[config.mk]
export PLATFORM = sky130hd
export DESIGN_NAME = uart_rx
export DESIGN_NICKNAME = d
export VERILOG_FILES = /design/src/rtl/uart_pkg.sv /design/src/rtl/sync_2ff.sv /design/src/rtl/uart_rx.sv
export SDC_FILE = /design/constraint.sdc
export NUM_CORES = 1
export LEC_CHECK = 0
export CAP_MARGIN = 5
export CORE_AREA = 2 2 65 67
export CTS_CLUSTER_DIAMETER = 60
export DETAILED_ROUTE_END_ITERATION = 8
export DIE_AREA = 0 0 67 69
export PLACE_DENSITY = 0.71
export REMOVE_ABC_BUFFERS = 1
export SLEW_MARGIN = 10
export SYNTH_ARGS = -nofsm -noshare
export SYNTH_HDL_FRONTEND = slang
export SYNTH_SLANG_ARGS = --single-unit
export TNS_END_PERCENT = 5
[constraint.sdc]
create_clock -name in_clk -period 2.44 [get_ports in_clk]
set_input_delay 0.732 -clock in_clk [delete_from_list [all_inputs] [get_ports in_clk]]
set_output_delay 0.732 -clock in_clk [all_outputs]
set_load 0.03 [all_outputs]
[src/rtl/uart_pkg.sv]
// Shared UART link constants and the receiver state encoding.
package uart_pkg;

  localparam int unsigned UART_CLKS_PER_BIT = 235;
  localparam int unsigned UART_DATA_BITS    = 8;

  typedef enum logic [2:0] {
    IDLE,
    START,
    DATA,
    STOP,
    BREAK
  } rx_state_t;

endpackage

[src/rtl/sync_2ff.sv]
// Two-flop synchroniser for a single asynchronous input bit.
module sync_2ff #(
  parameter logic RST_VAL = 1'b1
) (
  input  logic in_clk,
  input  logic in_rst,
  input  logic in_d,
  output logic out_q
);

  logic meta;

  always_ff @(posedge in_clk or posedge in_rst) begin
    if (in_rst) begin
      meta  <= RST_VAL;
      out_q <= RST_VAL;
    end else begin
      meta  <= in_d;
      out_q <= meta;
    end
  end

endmodule

[src/rtl/uart_rx.sv]
// UART receiver: start/data(MSB first)/stop deserialiser with a held-valid/ack
// byte interface, framing-error pulse and sticky overrun flag.
module uart_rx
  import uart_pkg::*;
#(
  parameter int unsigned CLKS_PER_BIT = UART_CLKS_PER_BIT,
  parameter int unsigned DATA_BITS    = UART_DATA_BITS
) (
  input  logic                 in_clk,
  input  logic                 in_rst,
  input  logic                 in_tx,
  input  logic                 in_urx_ack,
  output logic [DATA_BITS-1:0] out_urx_data,
  output logic                 out_urx_vld,
  output logic                 out_urx_ferr,
  output logic                 out_urx_ovr,
  output logic                 out_urx_bs
);

  localparam int unsigned HALF_BIT = CLKS_PER_BIT / 2;
  localparam int unsigned TW       = $clog2(CLKS_PER_BIT);
  localparam int unsigned BW       = $clog2(DATA_BITS + 1);

  logic                 rx_s;
  rx_state_t            state;
  rx_state_t            state_nxt;
  logic [TW-1:0]        timer;
  logic [BW-1:0]        bit_cnt;
  logic [DATA_BITS-1:0] shreg;
  logic                 half_hit_c;
  logic                 bit_end_c;
  logic                 shift_c;
  logic                 deliver_c;
  logic                 ferr_c;

  sync_2ff #(.RST_VAL(1'b1)) u_sync (
    .in_clk (in_clk),
    .in_rst (in_rst),
    .in_d   (in_tx),
    .out_q  (rx_s)
  );

  assign half_hit_c = (timer == TW'(HALF_BIT - 1));
  assign bit_end_c  = (timer == TW'(CLKS_PER_BIT - 1));

  // State register
  always_ff @(posedge in_clk or posedge in_rst) begin
    if (in_rst) state <= IDLE;
    else        state <= state_nxt;
  end

  // Next-state logic
  always_comb begin
    state_nxt = state;
    case (state)
      IDLE:    if (!rx_s) state_nxt = START;
      START:   if (half_hit_c) state_nxt = rx_s ? IDLE : DATA;
      DATA:    if (bit_end_c && (bit_cnt == BW'(DATA_BITS - 1))) state_nxt = STOP;
      STOP:    if (bit_end_c) state_nxt = rx_s ? IDLE : BREAK;
      BREAK:   if (rx_s) state_nxt = IDLE;
      default: state_nxt = IDLE;
    endcase
  end

  // Per-state strobes for the datapath
  always_comb begin
    shift_c   = 1'b0;
    deliver_c = 1'b0;
    ferr_c    = 1'b0;
    case (state)
      DATA: shift_c = bit_end_c;
      STOP: begin
        deliver_c = bit_end_c && rx_s;
        ferr_c    = bit_end_c && !rx_s;
      end
      default: ;
    endcase
  end

  // Bit timer restarts on every state change so each phase measures from its entry
  always_ff @(posedge in_clk or posedge in_rst) begin
    if (in_rst) begin
      timer   <= '0;
      bit_cnt <= '0;
      shreg   <= '0;
    end else begin
      if ((state_nxt != state) || (state == IDLE) || (state == BREAK) || bit_end_c)
        timer <= '0;
      else
        timer <= timer + TW'(1);

      if (state != DATA)  bit_cnt <= '0;
      else if (shift_c)   bit_cnt <= bit_cnt + BW'(1);

      if (shift_c) shreg <= {shreg[DATA_BITS-2:0], rx_s};
    end
  end

  // Consumer interface; a byte arriving while the previous one is unacked is dropped
  always_ff @(posedge in_clk or posedge in_rst) begin
    if (in_rst) begin
      out_urx_data <= '0;
      out_urx_vld  <= 1'b0;
      out_urx_ovr  <= 1'b0;
      out_urx_ferr <= 1'b0;
      out_urx_bs   <= 1'b0;
    end else begin
      out_urx_ferr <= ferr_c;
      out_urx_bs   <= (state_nxt != IDLE);
      if (deliver_c) begin
        if (!out_urx_vld || in_urx_ack) begin
          out_urx_data <= shreg;
          out_urx_vld  <= 1'b1;
          out_urx_ovr  <= 1'b0;
        end else begin
          out_urx_ovr  <= 1'b1;
        end
      end else if (in_urx_ack && out_urx_vld) begin
        out_urx_vld <= 1'b0;
        out_urx_ovr <= 1'b0;
      end
    end
  end

endmodule

### Word-level counts from Yosys, hierarchy flattened

Cells that the tools add are included.

| storage, ports and cells | value |
|---|---|
| flip-flop bits (word level) | 37 |
| input bits | 4 |
| logic and storage cells | 58 |

| operators by class | value |
|---|---|
| add/subtract/negate cells | 2 |
| equal/unequal tests | 10 |
| muxes and demuxes | 19 |
| reductions and logical operators | 16 |

Operator list:

| cell | count |
|---|---|
| $mux W3 | 6 |
| $pmux W3 S5 | 1 |
| $add A8 B1 Y8 const B | 1 |
| $eq A8 B7 Y1 const B | 1 |
| $eq A8 B8 Y1 const B | 1 |
| $mux W1 | 8 |
| $mux W4 | 2 |
| $mux W8 | 1 |
| $eq A3 B2 Y1 const B | 2 |
| $add A4 B1 Y4 const B | 1 |
| $eq A4 B3 Y1 const B | 1 |
| $logic_and A1 B1 Y1 | 4 |
| $logic_or A1 B1 Y1 | 4 |
| $reduce_and A2 Y1 | 2 |
| $reduce_bool A2 Y1 | 2 |
| $eq A3 B1 Y1 const B | 1 |
| $eq A3 B3 Y1 const B | 1 |
| $logic_not A3 Y1 | 1 |
| $ne A3 B2 Y1 const B | 1 |
| $ne A3 B3 Y1 | 1 |
| $reduce_bool A3 Y1 | 1 |
| $logic_not A1 Y1 | 2 |
| $mux W2 | 1 |
| $ne A2 B1 Y1 const B | 1 |

### Depth between registers and ports, before layout

| depth | value |
|---|---|
| word-level depth | 9 |
| mapped depth | 7 |
| mapped depth without buffers | 6 |

### Hierarchy

Synthesis repeated with hierarchy kept, for this count alone.

| second synthesis, totals | value |
|---|---|
| cells, all modules | 143 |
| area total of the unflattened synthesis | 1701.6 sq um |

Modules (own cells, without submodules):

| module | times used | cells an instance | area an instance (sq um) |
|---|---|---|---|
| uart_rx | 1 | 140 | 1645.3 |
| sync_2ff | 1 | 3 | 56.3 |

### Least setup slack after synthesis

OpenSTA, ideal clock, no wires.

| path | value |
|---|---|
| path kind | register to register |
| start point | register timer[0] |
| end point | register out_urx_bs |
| setup time | 0.139 ns |
| data arrival time | 1.963 ns |
| data required time | 2.301 ns |
| setup slack | 0.339 ns |
| stages on the path, launching flop included | 8 |
| path buffers | 1 |
| cell sequence | dfrtp_1 > inv_1 > ha_1 > and3b_1 > buf_2 > and4b_1 > nor4_4 > or4b_1 |

| on the way | value |
|---|---|
| longest elaborated chain between the ends | 5 |
| elaborated cells on any way between the ends | 8 |
| those cells by class | eq/ne (2); mux (4); reduce/logical (2) |

RTL lines:

| what | RTL line | text |
|---|---|---|
| start, declared | uart_rx.sv:27 | `logic [TW-1:0] timer;` |
| start signal, assigned | uart_rx.sv:90 | `timer <= timer + TW'(1);` |
| $eq A8 B8 Y1 | uart_rx.sv:44 | `assign bit_end_c = (timer == TW'(CLKS_PER_BIT - 1));` |
| $logic_and A1 B1 Y1 | uart_rx.sv:58 | `DATA: if (bit_end_c && (bit_cnt == BW'(DATA_BITS - 1))) state_nxt = STOP;` |
| $mux W3 | uart_rx.sv:58 |  |
| $pmux W3 S5 * | uart_rx.sv:55 | `case (state)` |
| $reduce_bool A3 Y1 * | uart_rx.sv:109 | `out_urx_bs <= (state_nxt != IDLE);` |
| end signal, assigned | uart_rx.sv:109 |  |
| end, declared | uart_rx.sv:17 | `output logic out_urx_bs` |

Mark *: on every way between the ends. The rest lies on a longest branch, timed or not.
A chain may end at the register's enable or synchronous reset.

### Worst setup path after layout

| path | value |
|---|---|
| start point | register timer[0] |
| end point | register out_urx_data[5] |

| on the way | value |
|---|---|
| longest elaborated chain between the ends | 4 |

RTL lines:

| what | RTL line | text |
|---|---|---|
| $eq A8 B8 Y1 | uart_rx.sv:44 |  |
| $logic_and A1 B1 Y1 | uart_rx.sv:73 | `deliver_c = bit_end_c && rx_s;` |
| $mux W1 | uart_rx.sv:70 | `case (state)` |
| $reduce_and A2 Y1 (no line) | - |  |
| end signal, assigned | uart_rx.sv:112 | `out_urx_data <= shreg;` |
| end, declared | uart_rx.sv:13 | `output logic [DATA_BITS-1:0] out_urx_data,` |

No other way between the ends.

==> results.yml <==
status:
  outcome: "finished, final reports clean"
clocking:
  cts_resized: 0
  post-cts-setup-buffer-count: 0
  insertion_delay_ns: 0.29
  cts_tree: "yes"
  h-tree-depth: 2
  root_buffer: "clkbuf_8"
  postCtsHoldBufs: 0
  numCtsBuffers: 5
  clk_pin_slew_ns: 0.07
  clk_path_buf_depth: 2
  cts.sinks: 37
final_layout:
  seq_area_um2: 928
  nets: 170
  multi_input_area_um2: 716
  layout-drive-gt1-share: 0.221
  final_util: 0.518
  diodes: 0
  nFillCells: 353
  syn_to_final_growth_pct: 19.5
min_path:
  hold_class: "flop to flop"
  hold_depth: 0
  hp-start: "u_sync.meta"
  worstHoldEndpoint: "u_sync.out_q"
sta:
  max_freq_mhz: 445
  post-route-period-util: 0.921
  finalSetupViolations: 0
  rsz0062_at_grt: "no"
  hold_violations: 0
  relSlewSlack: 0.649
  skew_ns: 0.00393
  fin_setup_tns_ns: 0
  post-route-min-period_ns: 2.25
  worstMarginPinSlew_ns: 0.522
  drv_slew: 0
floorplanning:
  die_h_um: 69
  die_w_um: 67
  core_area_um2: 3910
  io_pins: 16
  dieArea_um2: 4620
  rows: 23
  start_util: 0.433
critical_path:
  cp.arrival_ns: 2.42
  cp_max_fo: 10
  worst_setup_path_start_kind: "flop"
  r2r_start: "timer[0]"
  worstSetupStartpoint: "timer[0]"
  critPathMaxStageDelay_ns: 0.42
  r2r_cells: 6
  slowest_stage: "dfrtp_1"
  crit_chain: "inv_1 > ha_1 > and3b_1 > nand4_1 > a21oi_2 > mux2_2"
  worstPathRequired_ns: 2.61
  reg2reg_slack_ns: 0.19
  rr_endpoint: "out_urx_data[5]"
  end_kind: "flop"
  path_class: "flop to flop"
synthesis:
  synth_ff_type: "dfrtp_1"
  synth_seq_cells: 37
  synth_top_area_frac: 0.517
  yosysMostFrequentCell: "dfrtp_1"
  synth-edff-count: 0
  synthArstFlopShare: 1.00
  synth_commonest_cells: "dfrtp_1, mux2_2, nand3_1"
  yosys_warnings: 0
  syn-mean-instance-area_um2: 12.0
  synth.distinct_cells: 39
  synth_seq_area_share: 0.548
  yosysTopAreaCell: "dfrtp_1"
  synth_area_leaders: "dfrtp_1, mux2_2, dfstp_2, ha_1, a211oi_1"
  synthCells: 141
  syn_area_um2: 1700
global_route:
  met1_usage: 0.192
  grt_busiest_layer: "met2"
  grt_usage: 0.152
  grtUsageMet3: 0.0457
  grt_start_max_net_pins: 38
  antenna_found_initial: 0
  grt_pass1_vias: 1166
  grt_pass1_wl_um: 5390
  use_met2: 0.242
  overflow: 0
route:
  drtIter0Drc: 84
  drc: 0
  wl_per_cell_um: 14.3
  finalWirelength_um: 3050
  post_drt_via_cell_ratio: 5.33
  drt.antenna.violating_nets: 0
  vias: 1136
  drtPass1Iterations: 4
power:
  ir_drop_mv: 0.329
  powerDensity_nw_per_um2: 587
  leakagePower_nw: 0.907
run:
  cap_violations: 0
placement:
  port_buffers: 15
  gp_congestion: 0.740
  hpwl_um: 2200
==> layout by cell type (no fill, tap or decap), types with 2 or more instances in the layout <==
cell	instances
o21ai_0	5
a21oi_1	5
nor2_1	7
and3b_1	2
a211oi_1	6
xnor2_1	2
o211ai_1	2
nand2_1	6
clkbuf_8	6
nand3_1	8
mux2_2	16
nor3_1	4
clkdlybuf4s50_1	15
dfrtp_1	35
dfstp_2	2
xor2_1	5
o21a_1	2
inv_1	7
ha_1	4
buf_4	3
==> metrics by stage <==
step / instances / cell area, µm² / setup slack (ns) / hold WS [ns] / total power [mW]
3_3_place_gp: 205 / 1910 / 0.270 / 0.346 / 0.657
2_1_floorplan: 137 / 1670 / 0.378 / 0.345 / 0.645
6_report: 213 / 2030 / 0.193 / 0.358 / 1.19
4_1_cts: 213 / 2030 / 0.184 / 0.360 / 1.20
5_1_grt: 213 / 2030 / 0.0266 / 0.367 / 1.24
3_5_place_dp: 205 / 1910 / 0.192 / 0.349 / 0.658
==> registers in the layout, summed over array words and instances, names as in the netlist <==
signal        count
u_sync.meta       1
timer             8
out_urx_ferr      1
out_urx_ovr       1
u_sync.out_q      1
out_urx_data      8
bit_cnt           4
out_urx_vld       1
state             3
shreg             8
out_urx_bs        1
==> worst max path at each step <==
stage                     slack (ns)  cells past startpoint         endpoint
after floorplan                 0.38                      6       out_urx_bs
after global placement          0.27                      6  out_urx_data[2]
after detailed placement        0.19                      6  out_urx_data[5]
after CTS                       0.18                      6  out_urx_data[5]
after global routing            0.03                      6  out_urx_data[5]
final                           0.19                      6  out_urx_data[5]
==> metal layers <==
| layer | wire length [µm] | part of all wire |
|---|---|---|
| met1 | 1340 | 0.44 |
| met2 | 1550 | 0.51 |
| met3 | 95 | 0.031 |
| met4 | 55 | 0.018 |
| met5 | 0 | 0 |
==> where the power goes <==
group	switching (mW)	internal, mW	leakage (nW)
Combinational	0.0167	0.00879	0.361
Sequential	0.00227	0.617	0.489
Clock	0.212	0.332	0.0574
Total	0.231	0.958	0.907
==> critical path: cells and delay by family, from the launching register on <==
family                     cells  cell delay [ns]
buffers and inverters          1             0.10
adders and majority gates      1             0.14
AOI/OAI and AO/OA              1             0.42
DFF                            1             0.42
muxes                          1             0.39
and+or+nand+nor                2             0.65
==> cell families after synthesis <==
family / after synthesis / synth area share
AO/OA/AOI/OAI: 22 / 0.0841
adder cells (fa/ha/maj): 4 / 0.0295
multiplexers: 17 / 0.112
AND/OR/NAND/NOR: 43 / 0.160
buffers and inverters: 11 / 0.0303
flip-flops: 37 / 0.548
XOR/XNOR: 7 / 0.0362
==> layout make-up <==
type	instances	share of cell area
tap	50	0.0309
inverter	7	0.0130
multi-input combinational	93	0.353
timing repair buffer	18	0.0852
sequential	37	0.458
clock inverter	2	0.0185
clock buffer	6	0.0408
Power figures use the tool's default switching activity.
